<file path="src/rtl/dds_window_counter.sv">
// MAX_NUM-cycle window aligned to the acquisition strobe; tallies strobes
// and flags the closing cycle together with the count compare.
module dds_window_counter #(
    parameter int unsigned             COUNT_WIDTH = 4,
    parameter logic [COUNT_WIDTH-1:0]  ADD_NUM     = COUNT_WIDTH'(3),
    parameter logic [COUNT_WIDTH-1:0]  MAX_NUM     = COUNT_WIDTH'(5)
) (
    input  logic                   clk,
    input  logic                   rst,
    input  logic                   start,
    input  logic                   active,
    input  logic                   clear,
    input  logic                   strobe,
    output logic                   win_end,
    output logic                   win_err,
    output logic [COUNT_WIDTH-1:0] win_tally
);

    localparam logic [COUNT_WIDTH-1:0] LAST = MAX_NUM - 1'b1;

    logic [COUNT_WIDTH-1:0] cyc;
    logic [COUNT_WIDTH-1:0] cnt;

    // Tally includes the strobe of the current cycle, so the closing cycle counts.
    always_comb begin
        win_tally = cnt + {{(COUNT_WIDTH-1){1'b0}}, strobe};
        win_end   = active && (cyc == LAST);
        win_err   = win_end && (win_tally != ADD_NUM);
    end

    always_ff @(posedge clk) begin
        if (rst || clear) begin
            cyc <= '0;
            cnt <= '0;
        end else if (start) begin
            cyc <= COUNT_WIDTH'(1);
            cnt <= COUNT_WIDTH'(1);
        end else if (active) begin
            if (win_end) begin
                cyc <= '0;
                cnt <= '0;
            end else begin
                cyc <= cyc + 1'b1;
                cnt <= win_tally;
            end
        end
    end

endmodule

</file>
<file path="config.mk">
export PLATFORM = sky130hd
export DESIGN_NAME = dds_window_counter
export DESIGN_NICKNAME = d
export VERILOG_FILES = /design/src/rtl/dds_window_counter.sv
export SDC_FILE = /design/constraint.sdc
export NUM_CORES = 1
export LEC_CHECK = 0
export ABC_AREA = 0
export CAP_MARGIN = 20
export CORE_AREA = 2 2 39 41
export CTS_CLUSTER_SIZE = 28
export DETAILED_ROUTE_END_ITERATION = 12
export DIE_AREA = 0 0 41 43
export GPL_TIMING_DRIVEN = 0
export HOLD_SLACK_MARGIN = 0.06
export SKIP_LAST_GASP = 1
export SYNTH_ARGS = -nofsm -noshare
export SYNTH_HDL_FRONTEND = slang
export SYNTH_SLANG_ARGS = --single-unit
</file>
<file path="constraint.sdc">
create_clock -name clk -period 2.4 [get_ports clk]
set_clock_uncertainty 0.15 [all_clocks]
set_input_delay 0.6 -clock clk [delete_from_list [all_inputs] [get_ports clk]]
set_output_delay 0.6 -clock clk [all_outputs]
set_load 0.01 [all_outputs]
</file>
==> run metrics, run 1 <==
Yosys Warn Count 0; Final Wtd Congestion around 0.71; Vias 429; CTS max path bufs 2; PwrDens 444 nW/µm²; endpoint class of the critical path output port; Required @ worst endpoint between 1.5 and 2 ns; # setup viols final 0; min cycle time layout 2.33 ns; relative slew slack 85.0%; GRT Overall Usage between 10% and 20%; antenna violations before repair 0; Post-Route Utilization 45.5%; Die ar. 1760 µm²; CTS Sinks 8; RSZ-0062 raised after global routing false; leakage 0.257 nW; CP Launch Type input port; Starting Density 33.1%; Filler cells 153; Pre-Repair DR Iteration Count 4; total I/O pin count 12; DR iter-0 viols 17; CTS tree built; post-synth top area share 35.0%; Core Box Area 1380 µm²; final hold viol count 0; layout cells sized above 1 18.2%; CP Data Arrival Time 1.58 ns; Die Height 43 µm; Placed Area 578 µm²; register area between 150 and 200 µm²; syn_area_per_cell 8.81 µm²; multi-input logic area 304 µm²; H-tree Lvls 1; post-synth net total 62; MaxCap Viol Count 0; Final Instance Count excl. Fillers 82; Syn Inst Count 52; type of the most critical hold path flop to flop; via density per instance 5.23; largest net degree at the start of global routing 11; post-route ant nets 0; residual DRC count 0; Row Count 14; fmax 429 MHz; ratio of final minimum period to clock period between 90 and 100%; number of global-route vias before repair 368; WL/cell 11.0 µm; Yosys cell types 21; crit path max fanout 3; #FFs+latches synth 8; Pwr Total 279 µW; GRT overflow 0; Pins Over Slew Limit 0; Die W 41 µm; setup_tns 0 ns; Final #Nets 78; Synth area leader dfxtp_1; Hold Slack 0.322 ns; status finished, final reports clean; first-pass GRT wire length 1470 µm; synthesized area approximately 460 µm²; worst-margin pin slew 0.224 ns; Num CTS Buffers 3; Total Routed Length approximately 900 µm; area grow syn2layout 37.4%; HPWL Detailed 690 µm; ANT cells 0; Setup WS pre-CTS -0.714 ns; worst skew pair latency 0.25 ns; root buf cell clkbuf_4; final instance area 629 µm²; port bufs 10; hold buffer count at CTS 0; Synth area leaders dfxtp_1 (35%), ha_1 (11%), xor2_1 (5.7%); critical path class input port to output port; register area share after synthesis 35.0%; Placed Cells 78; CTS clk-pin slew, worst paths roughly 0.050 ns; worst vdd ir 0.000230 V; final setup margin about 0.066 ns
## power breakdown
| group | total, mW | switching, mW | internal, mW |
|---|---|---|---|
| sequential | 0.138 | 0.00239 | 0.135 |
| clock | 0.103 | 0.0459 | 0.0572 |
| combinational | 0.0385 | 0.0175 | 0.0210 |
| total | 0.279 | 0.0658 | 0.213 |
## per-layer routing
layer / GRT usage [%] / vias up / wire length [µm]
li1: - / 211 / -
met3: 3.14 / 2 / 59
met5: 0 / - / 0
met4: 6.00 / 0 / 12
met2: 18.4 / 12 / 418
met1: 15.5 / 204 / 407
## flip-flops by register name, summed over array words and instances (netlist names)
signal	count
cnt	4
cyc	4
## layout make-up
| class | instances | area share, % |
|---|---|---|
| plain buffers | 1 | 1.79 |
| well taps | 16 | 3.18 |
| multi-input cells | 38 | 48.3 |
| repair buffers | 11 | 14.7 |
| flip-flops and latches | 8 | 25.4 |
| inverters | 5 | 2.98 |
| clock buffers | 3 | 3.58 |
## cell families (layout without fill, tap and decap cells)
group | count (synthesis) | in the layout | share of synthesized area, %
xor+xnor | 4 | 4 | 7.65
flops | 8 | 8 | 35.0
compound gates | 9 | 9 | 12.6
simple gates | 20 | 20 | 25.1
fa+ha+maj | 4 | 4 | 10.9
buf+inv | 6 | 20 | 6.56
mux | 1 | 1 | 2.19
## cell usage after synthesis
cell type,instances
or3_4,1
mux2i_1,1
o31a_1,1
nand4_1,2
xnor2_1,1
dfxtp_1,8
nand2_1,5
a21oi_1,4
a211oi_1,2
or3_1,1
nand4b_2,1
ha_1,4
nor2_1,3
a31oi_1,1
nand2b_1,2
buf_6,1
nand3b_1,1
o211ai_1,1
inv_1,5
xor2_1,3
nand3_1,4
## path summary, 6_finish.rpt
check / from / end / slack, ns / cells past startpoint
setup / recovery: strobe / win_err / 0.07 / 6
hold reg to reg: cyc[3]$_SDFFE_PP0P_ / cyc[3]$_SDFFE_PP0P_ / 0.32 / 2
hold / removal: cyc[3]$_SDFFE_PP0P_ / cyc[3]$_SDFFE_PP0P_ / 0.32 / 2
setup reg to reg: cyc[0]$_SDFFE_PP0P_ / cyc[3]$_SDFFE_PP0P_ / 1.03 / 4
## worst max-delay path: stages
cell,delay [ns]
buf_2,0.11
ha_4,0.17
ha_4,0.26
nand2_1,0.04
o31a_1,0.26
buf_2,0.14
## layout by cell type (no fill, tap or decap)
cell type and instances:
a211oi_1 2, a21oi_1 4, a31oi_1 1, buf_2 2
buf_4 1, buf_6 1, clkbuf_4 3, clkdlybuf4s50_1 4
dfxtp_1 8, dlygate4sd2_1 4, ha_1 1, ha_2 1
ha_4 2, inv_1 5, mux2i_1 1, nand2_1 5
nand2b_1 2, nand3_1 4, nand3b_1 1, nand4_1 2
nand4b_4 1, nor2_1 3, o211ai_1 1, o31a_1 1
or3_1 1, or3_4 1, xnor2_1 1, xor2_1 3
## what timing repair did
item,in CTS,in global routing
resized for setup,18,0
setup buffers,1,0
endpoints found under the setup margin,6,0
Note: power is estimated with default switching activity, not from simulation.
==> run 2, diff against run 1 <==
--- a/constraint.sdc
+++ b/constraint.sdc
@@ -3,3 +3,3 @@
 set_input_delay 0.6 -clock clk [delete_from_list [all_inputs] [get_ports clk]]
 set_output_delay 0.6 -clock clk [all_outputs]
-set_load 0.01 [all_outputs]
+set_load 0.1 [all_outputs]
==> run 2 against run 1 <==
- the run now ends with setup timing left
- first-iteration DRC count down 94%
- fmax down 4.1%
- combinational power up 48%
- critical path depth unchanged
- count of clock-buffer cells in the layout unchanged
- sequential power about the same
- register-to-register slack worse by 0.04 ns
- final cell count unchanged
- sequential share of layout area down 2.5 points
- hold slack worse by 0.0034 ns
- largest power group unchanged
==> run metrics, run 2 (synthesis gave the netlist of run 1 again) <==
Die Height 43 µm (unchanged); CTS clk-pin slew, worst paths 0.05 ns (about the same); first-pass GRT wire length 1620 µm (+10%); Die W 41 µm (unchanged); worst vdd ir 0.000292 V (+27%); routed wl met3 29 µm (-51%); met2 WL 465 µm (+11%); most frequent cells in the layout dfxtp_1 (8), clkbuf_4 (5), inv_1 (4), nand2_1 (4), a21oi_1 (4); CP Launch Type input port; HPWL Detailed 748 µm (+8.5%); CP Data Arrival Time 1.68 ns (+0.10 ns); Slowest-stage cell, CP o31a_4; Final #Nets 78 (unchanged); Total Routed Length 949 µm (+5.7%); H-tree Lvls 1 (unchanged); # setup viols final 2 (+2); root buf cell clkbuf_4; max incr delay on CP 0.33 ns (+0.07 ns); status complete, but fails checks; via density per instance 5.10 (-2.6%); total I/O pin count 12 (unchanged); post-route ant nets 0 (unchanged); Num CTS Buffers 3 (unchanged); biggest regs cnt (4), cyc (4); relative slew slack 64.0% (-21 points); area grow syn2layout 52.5%; endpoint class of the critical path output port; DR iter-0 viols 1 (-16); most common cell after layout, fill and taps aside dfxtp_1; Placed Cells 78 (unchanged); final instance area 698 µm² (+11%); ratio of final minimum period to clock period 101% (+4.2 points); layout cells sized above 1 33.3% (+15 points); residual DRC count 0 (unchanged); min cycle time layout 2.43 ns (+0.100 ns); RSZ-0062 raised after global routing true; CTS Sinks 8 (unchanged); final hold viol count 0 (unchanged); Starting Density 33.1% (unchanged); Row Count 14 (unchanged); antenna violations before repair 0 (unchanged); Pins Over Slew Limit 0 (unchanged); worst skew pair latency 0.26 ns (about the same); critical path, cell by cell buf_6 > ha_4 > ha_4 > nand2_2 > o31a_4 > buf_12; Required @ worst endpoint 1.65 ns (about the same); violated checks setup timing; DR top layer met4; GRT overflow 0 (unchanged); WL/cell 11.6 µm (+5.7%); Die ar. 1760 µm² (unchanged); delay-heaviest family, CP adder cells; port bufs 10 (unchanged); CTS max path bufs 2 (unchanged); Vias 418 (-2.6%); critical path class input port to output port; Placed Area 666 µm² (+15%); largest net degree at the start of global routing 11 (unchanged); PwrDens 431 nW/µm² (-2.8%); Worst path most repeated cell ha_4; type of the most critical hold path flop to flop; leakage 0.254 nW (-0.96%); ANT cells 0 (unchanged); number of global-route vias before repair 381 (+3.5%); CP Buf/Inv Count 2 (unchanged); MaxCap Viol Count 0 (unchanged); worst-margin pin slew 0.542 ns (+0.317 ns); GRT Overall Usage 13.8% (+1.5 points); crit path max fanout 3 (unchanged); Pre-Repair DR Iteration Count 2 (-2); Final Instance Count excl. Fillers 82 (unchanged); Final Wtd Congestion 0.691 (-2.4%); fmax 411 MHz (-4.1%); Core Box Area 1380 µm² (unchanged); final setup margin -0.0341 ns (-0.100 ns); Met1 Routed Length 430 µm (+5.7%); CTS tree built
[run 2: per-stage QoR]
| step | utilization (%) | hold slack (ns) | setup slack [ns] | power (mW) | setup TNS [ns] |
|---|---|---|---|---|---|
| after floorplan | - | 0.295 | -0.283 | 0.184 | -0.283 |
| after global placement | 48.1 | 0.304 | -1.22 | 0.197 | -5.79 |
| after detailed placement | 48.1 | 0.315 | -1.25 | 0.197 | -5.93 |
| after CTS | 49.5 | 0.322 | -0.0633 | 0.301 | -0.0633 |
| after global routing | 50.5 | 0.352 | -0.0572 | 0.314 | -0.0784 |
| final | 50.5 | 0.318 | -0.0341 | 0.301 | -0.0386 |
[run 2: metal layers]
layer / vias up / global-route usage (%)
met3: 3 / 3.14
li1: 211 / -
met4: 0 / 8.00
met2: 9 / 20.3
met5: - / 0
met1: 195 / 17.5
[run 2: worst register-to-register path, cell delays in order (launching register included)]
cell and delay [ns]:
dfxtp_1 0.38, inv_1 0.08, ha_1 0.23, nand4b_2 0.18, nand3_1 0.10, a211oi_1 0.21
[run 2: cell type report]
class                   count  area, µm²
plain buffers               1       11.3
clock buffers               3       22.5
fillers                   150        686
inverters                   5       22.5
multi-input cells          38        354
flip-flops and latches      8        160
well taps                  16       20.0
repair buffers             11        108
[run 2: report_power, final]
part	switching, mW	total (mW)	internal (mW)	leakage (nW)
Sequential	0.00257	0.138	0.135	0.0649
Clock	0.0488	0.106	0.0574	0.0138
Combinational	0.0355	0.0571	0.0216	0.175
Total	0.0868	0.301	0.214	0.254
[run 2: path summary, 6_finish.rpt]
check / start / depth (start not counted) / slack [ns] / to
setup / recovery: strobe / 6 / -0.03 / win_err
hold reg to reg: cyc[3]$_SDFFE_PP0P_ / 2 / 0.32 / cyc[3]$_SDFFE_PP0P_
setup reg to reg: cyc[0]$_SDFFE_PP0P_ / 5 / 0.99 / cyc[0]$_SDFFE_PP0P_
hold / removal: cyc[3]$_SDFFE_PP0P_ / 2 / 0.32 / cyc[3]$_SDFFE_PP0P_
[run 2: what timing repair did]
item,in CTS,in global routing
hold buffers,0,0
gates resized for setup,39,2
setup endpoints to repair,6,3
pin swaps,3,2
buffers inserted,0,1
==> run 3, diff against run 2 <==
Settings changed: ABC_AREA 0 to 1.
==> run 3 against run 2 <==
- the run now ends clean
- hold slack gained 0.021 ns
- fmax rose by 2.7%
- power fell by 1.9%
- die area stayed put
- setup slack gained 0.064 ns
- via count up 6.0%
- synthesized cell count rose by 23%
- routed wire length is 8.5% lower
- critical path type unchanged
- largest cell class unchanged
- largest power group unchanged
- highest routed layer unchanged
==> run metrics, run 3 <==
biggest regs cnt (4), cyc (4); number of synthesized flops with an enable pin 0 (unchanged); Core Box Area 1380 µm² (unchanged); H-tree Lvls 1 (unchanged); via density per instance 4.61 (-9.5%); post-synth top area share 36.1% (+1.1 points); WL/cell 9.04 µm (-22%); CTS tree built; most frequent cells in the layout nand2_1 (15), a21oi_1 (8), dfxtp_1 (8), inv_1 (7); worst vdd ir 0.000247 V (-15%); endpoint class of the critical path output port; status finished, final reports clean; final instance area 703 µm² (+0.72%); number of global-route vias before repair 419 (+10%); residual DRC count 0 (unchanged); Post-Route Utilization 50.8% (+0.36 points); # setup viols final 0 (-2); Final Wtd Congestion 0.687 (-0.56%); Filler cells 138 (-8.0%); largest net degree at the start of global routing 8 (-3); Die Height 43 µm (unchanged); type of the most critical hold path flop to flop; ratio of final minimum period to clock period 98.7% (-2.7 points); Final #Nets 92 (+18%); post-synth net total 74 (+19%); relative slew slack 63.9% (-0.15 points); critical path, cell by cell buf_6 > ha_4 > ha_4 > xnor2_4 > nand3_2 > nor2_4 > nor2_4 > buf_12; Syn Inst Count 64 (+23%); register area share after synthesis 36.1% (+1.1 points); Pre-Repair DR Iteration Count 3 (+1); Die W 41 µm (unchanged); Vias 443 (+6.0%); #FFs+latches synth 8 (unchanged); critical path class input port to output port; first-pass GRT wire length 1610 µm (-0.43%); total I/O pin count 12 (unchanged); setup_tns 0 ns (+0.0386 ns); layout cells sized above 1 31.3% (-2.1 points); Placed Area 627 µm² (-5.8%); count leader, synth nand2_1; fmax 422 MHz (+2.7%); Required @ worst endpoint 1.65 ns (about the same); Synth area leader dfxtp_1; port bufs 11 (+1); DR iter-0 viols 9 (+8); leakage 0.278 nW (+9.2%); Yosys Warn Count 0 (unchanged); CP Launch Type input port; Num CTS Buffers 3 (unchanged); GRT overflow 0 (unchanged); min cycle time layout 2.37 ns (-0.0642 ns); crit path max fanout 2 (-1); HPWL Detailed 717 µm (-4.2%); hold buffer count at CTS 0 (unchanged); GRT Overall Usage 13.3% (-0.50 points); Yosys cell types 15 (-29%); Row Count 14 (unchanged); Starting Density 32.1% (-0.99 points); post-route ant nets 0 (unchanged); Total Routed Length 868 µm (-8.5%); Final Instance Count excl. Fillers 96 (+17%); Post-synth top cells nand2_1 (16), a21oi_1 (8), dfxtp_1 (8); final setup margin 0.0301 ns (+0.0642 ns); Pwr Total 295 µW (-1.9%); Die ar. 1760 µm² (unchanged); most common cell after layout, fill and taps aside nand2_1; PwrDens 420 nW/µm² (-2.6%); antenna violations before repair 0 (unchanged); asr flop ratio synth 0% (unchanged); CP Data Arrival Time 1.62 ns (-0.06 ns); Setup WS pre-CTS -1.28 ns (-0.0332 ns); final hold viol count 0 (unchanged); CTS clk-pin slew, worst paths 0.05 ns (about the same); worst skew pair latency 0.25 ns (about the same); syn_area_per_cell 6.94 µm² (-21%); synthesized area 444 µm² (-3.0%); area grow syn2layout 58.3%; Placed Cells 91 (+17%); Synth area leaders dfxtp_1 (36%), nand2_1 (14%), ha_1 (11%); Pins Over Slew Limit 0 (unchanged); ANT cells 0 (unchanged); max incr delay on CP 0.17 ns (-0.16 ns); MaxCap Viol Count 0 (unchanged); CTS max path bufs 2 (unchanged); CTS Sinks 8 (unchanged); Slowest-stage cell, CP ha_4; worst-margin pin slew 0.544 ns (+0.00222 ns); Most used DFF post-synth dfxtp_1; Hold Slack 0.339 ns (+0.0206 ns); root buf cell clkbuf_4; RSZ-0062 raised after global routing true
==> run 3: cell count changes after synthesis, sizes merged, moves of 2 or more <==
cell / delta
a21oi: +4
a211oi: -2
or3: -2
nand2b: -2
or2: +2
inv: +5
xor2: -3
nor3: +2
nand2: +12
nor2: +4
==> run 3: cell type report <==
type	count	area (µm²)	area share, %
tap	16	20.0	2.85
clock buffer	3	22.5	3.20
inverter	10	40.0	5.69
sequential	8	160	22.8
timing repair buffer	13	143	20.3
multi-input combinational	46	318	45.2
==> run 3: path summary, 6_finish.rpt <==
| path | start | endpoint | slack (ns) | cells past startpoint |
|---|---|---|---|---|
| max | strobe | win_err | 0.03 | 8 |
| max reg2reg | cnt[0]$_SDFFE_PP0P_ | cnt[2]$_SDFFE_PP0P_ | 1.03 | 7 |
| min reg2reg | cnt[3]$_SDFFE_PP0P_ | cnt[3]$_SDFFE_PP0P_ | 0.34 | 2 |
| min | cnt[3]$_SDFFE_PP0P_ | cnt[3]$_SDFFE_PP0P_ | 0.34 | 2 |
==> run 3: cell families (layout without fill, tap and decap cells) <==
| logic type | Yosys count | count (layout) | synth area share, % |
|---|---|---|---|
| buffers and inverters | 10 | 26 | 8.45 |
| flip-flops | 8 | 8 | 36.1 |
| adder cells (fa/ha/maj) | 4 | 4 | 11.3 |
| XOR/XNOR | 1 | 1 | 1.97 |
| AND/OR/NAND/NOR | 33 | 33 | 33.2 |
| AO/OA/AOI/OAI | 8 | 8 | 9.01 |
==> run 3: power breakdown <==
group          switching, mW  internal [mW]
sequential           0.00208          0.135
combinational         0.0361         0.0210
clock                 0.0440         0.0571
==> run 3: repair_timing <==
action                                  CTS  global route
endpoints found under the hold margin     0             0
buffers inserted                          1             1
gates cloned                              0             0
endpoints found under the setup margin    6             2
pin swaps                                 5             5
gates resized for setup                  47             2
==> run 3: worst max-delay path, delay by kind of cell <==
family	cells	cell delay [ns]
adders and majority gates	2	0.33
and+or+nand+nor	3	0.27
xor gates and xnor gates	1	0.15
buffers and inverters	2	0.26
==> run 3: routing by layer <==
layer | share of wire (%) | track usage, %
met5 | 0 | 0
met4 | 2.0 | 8.00
met3 | 4.3 | 3.14
met2 | 47 | 18.8
met1 | 46 | 17.5
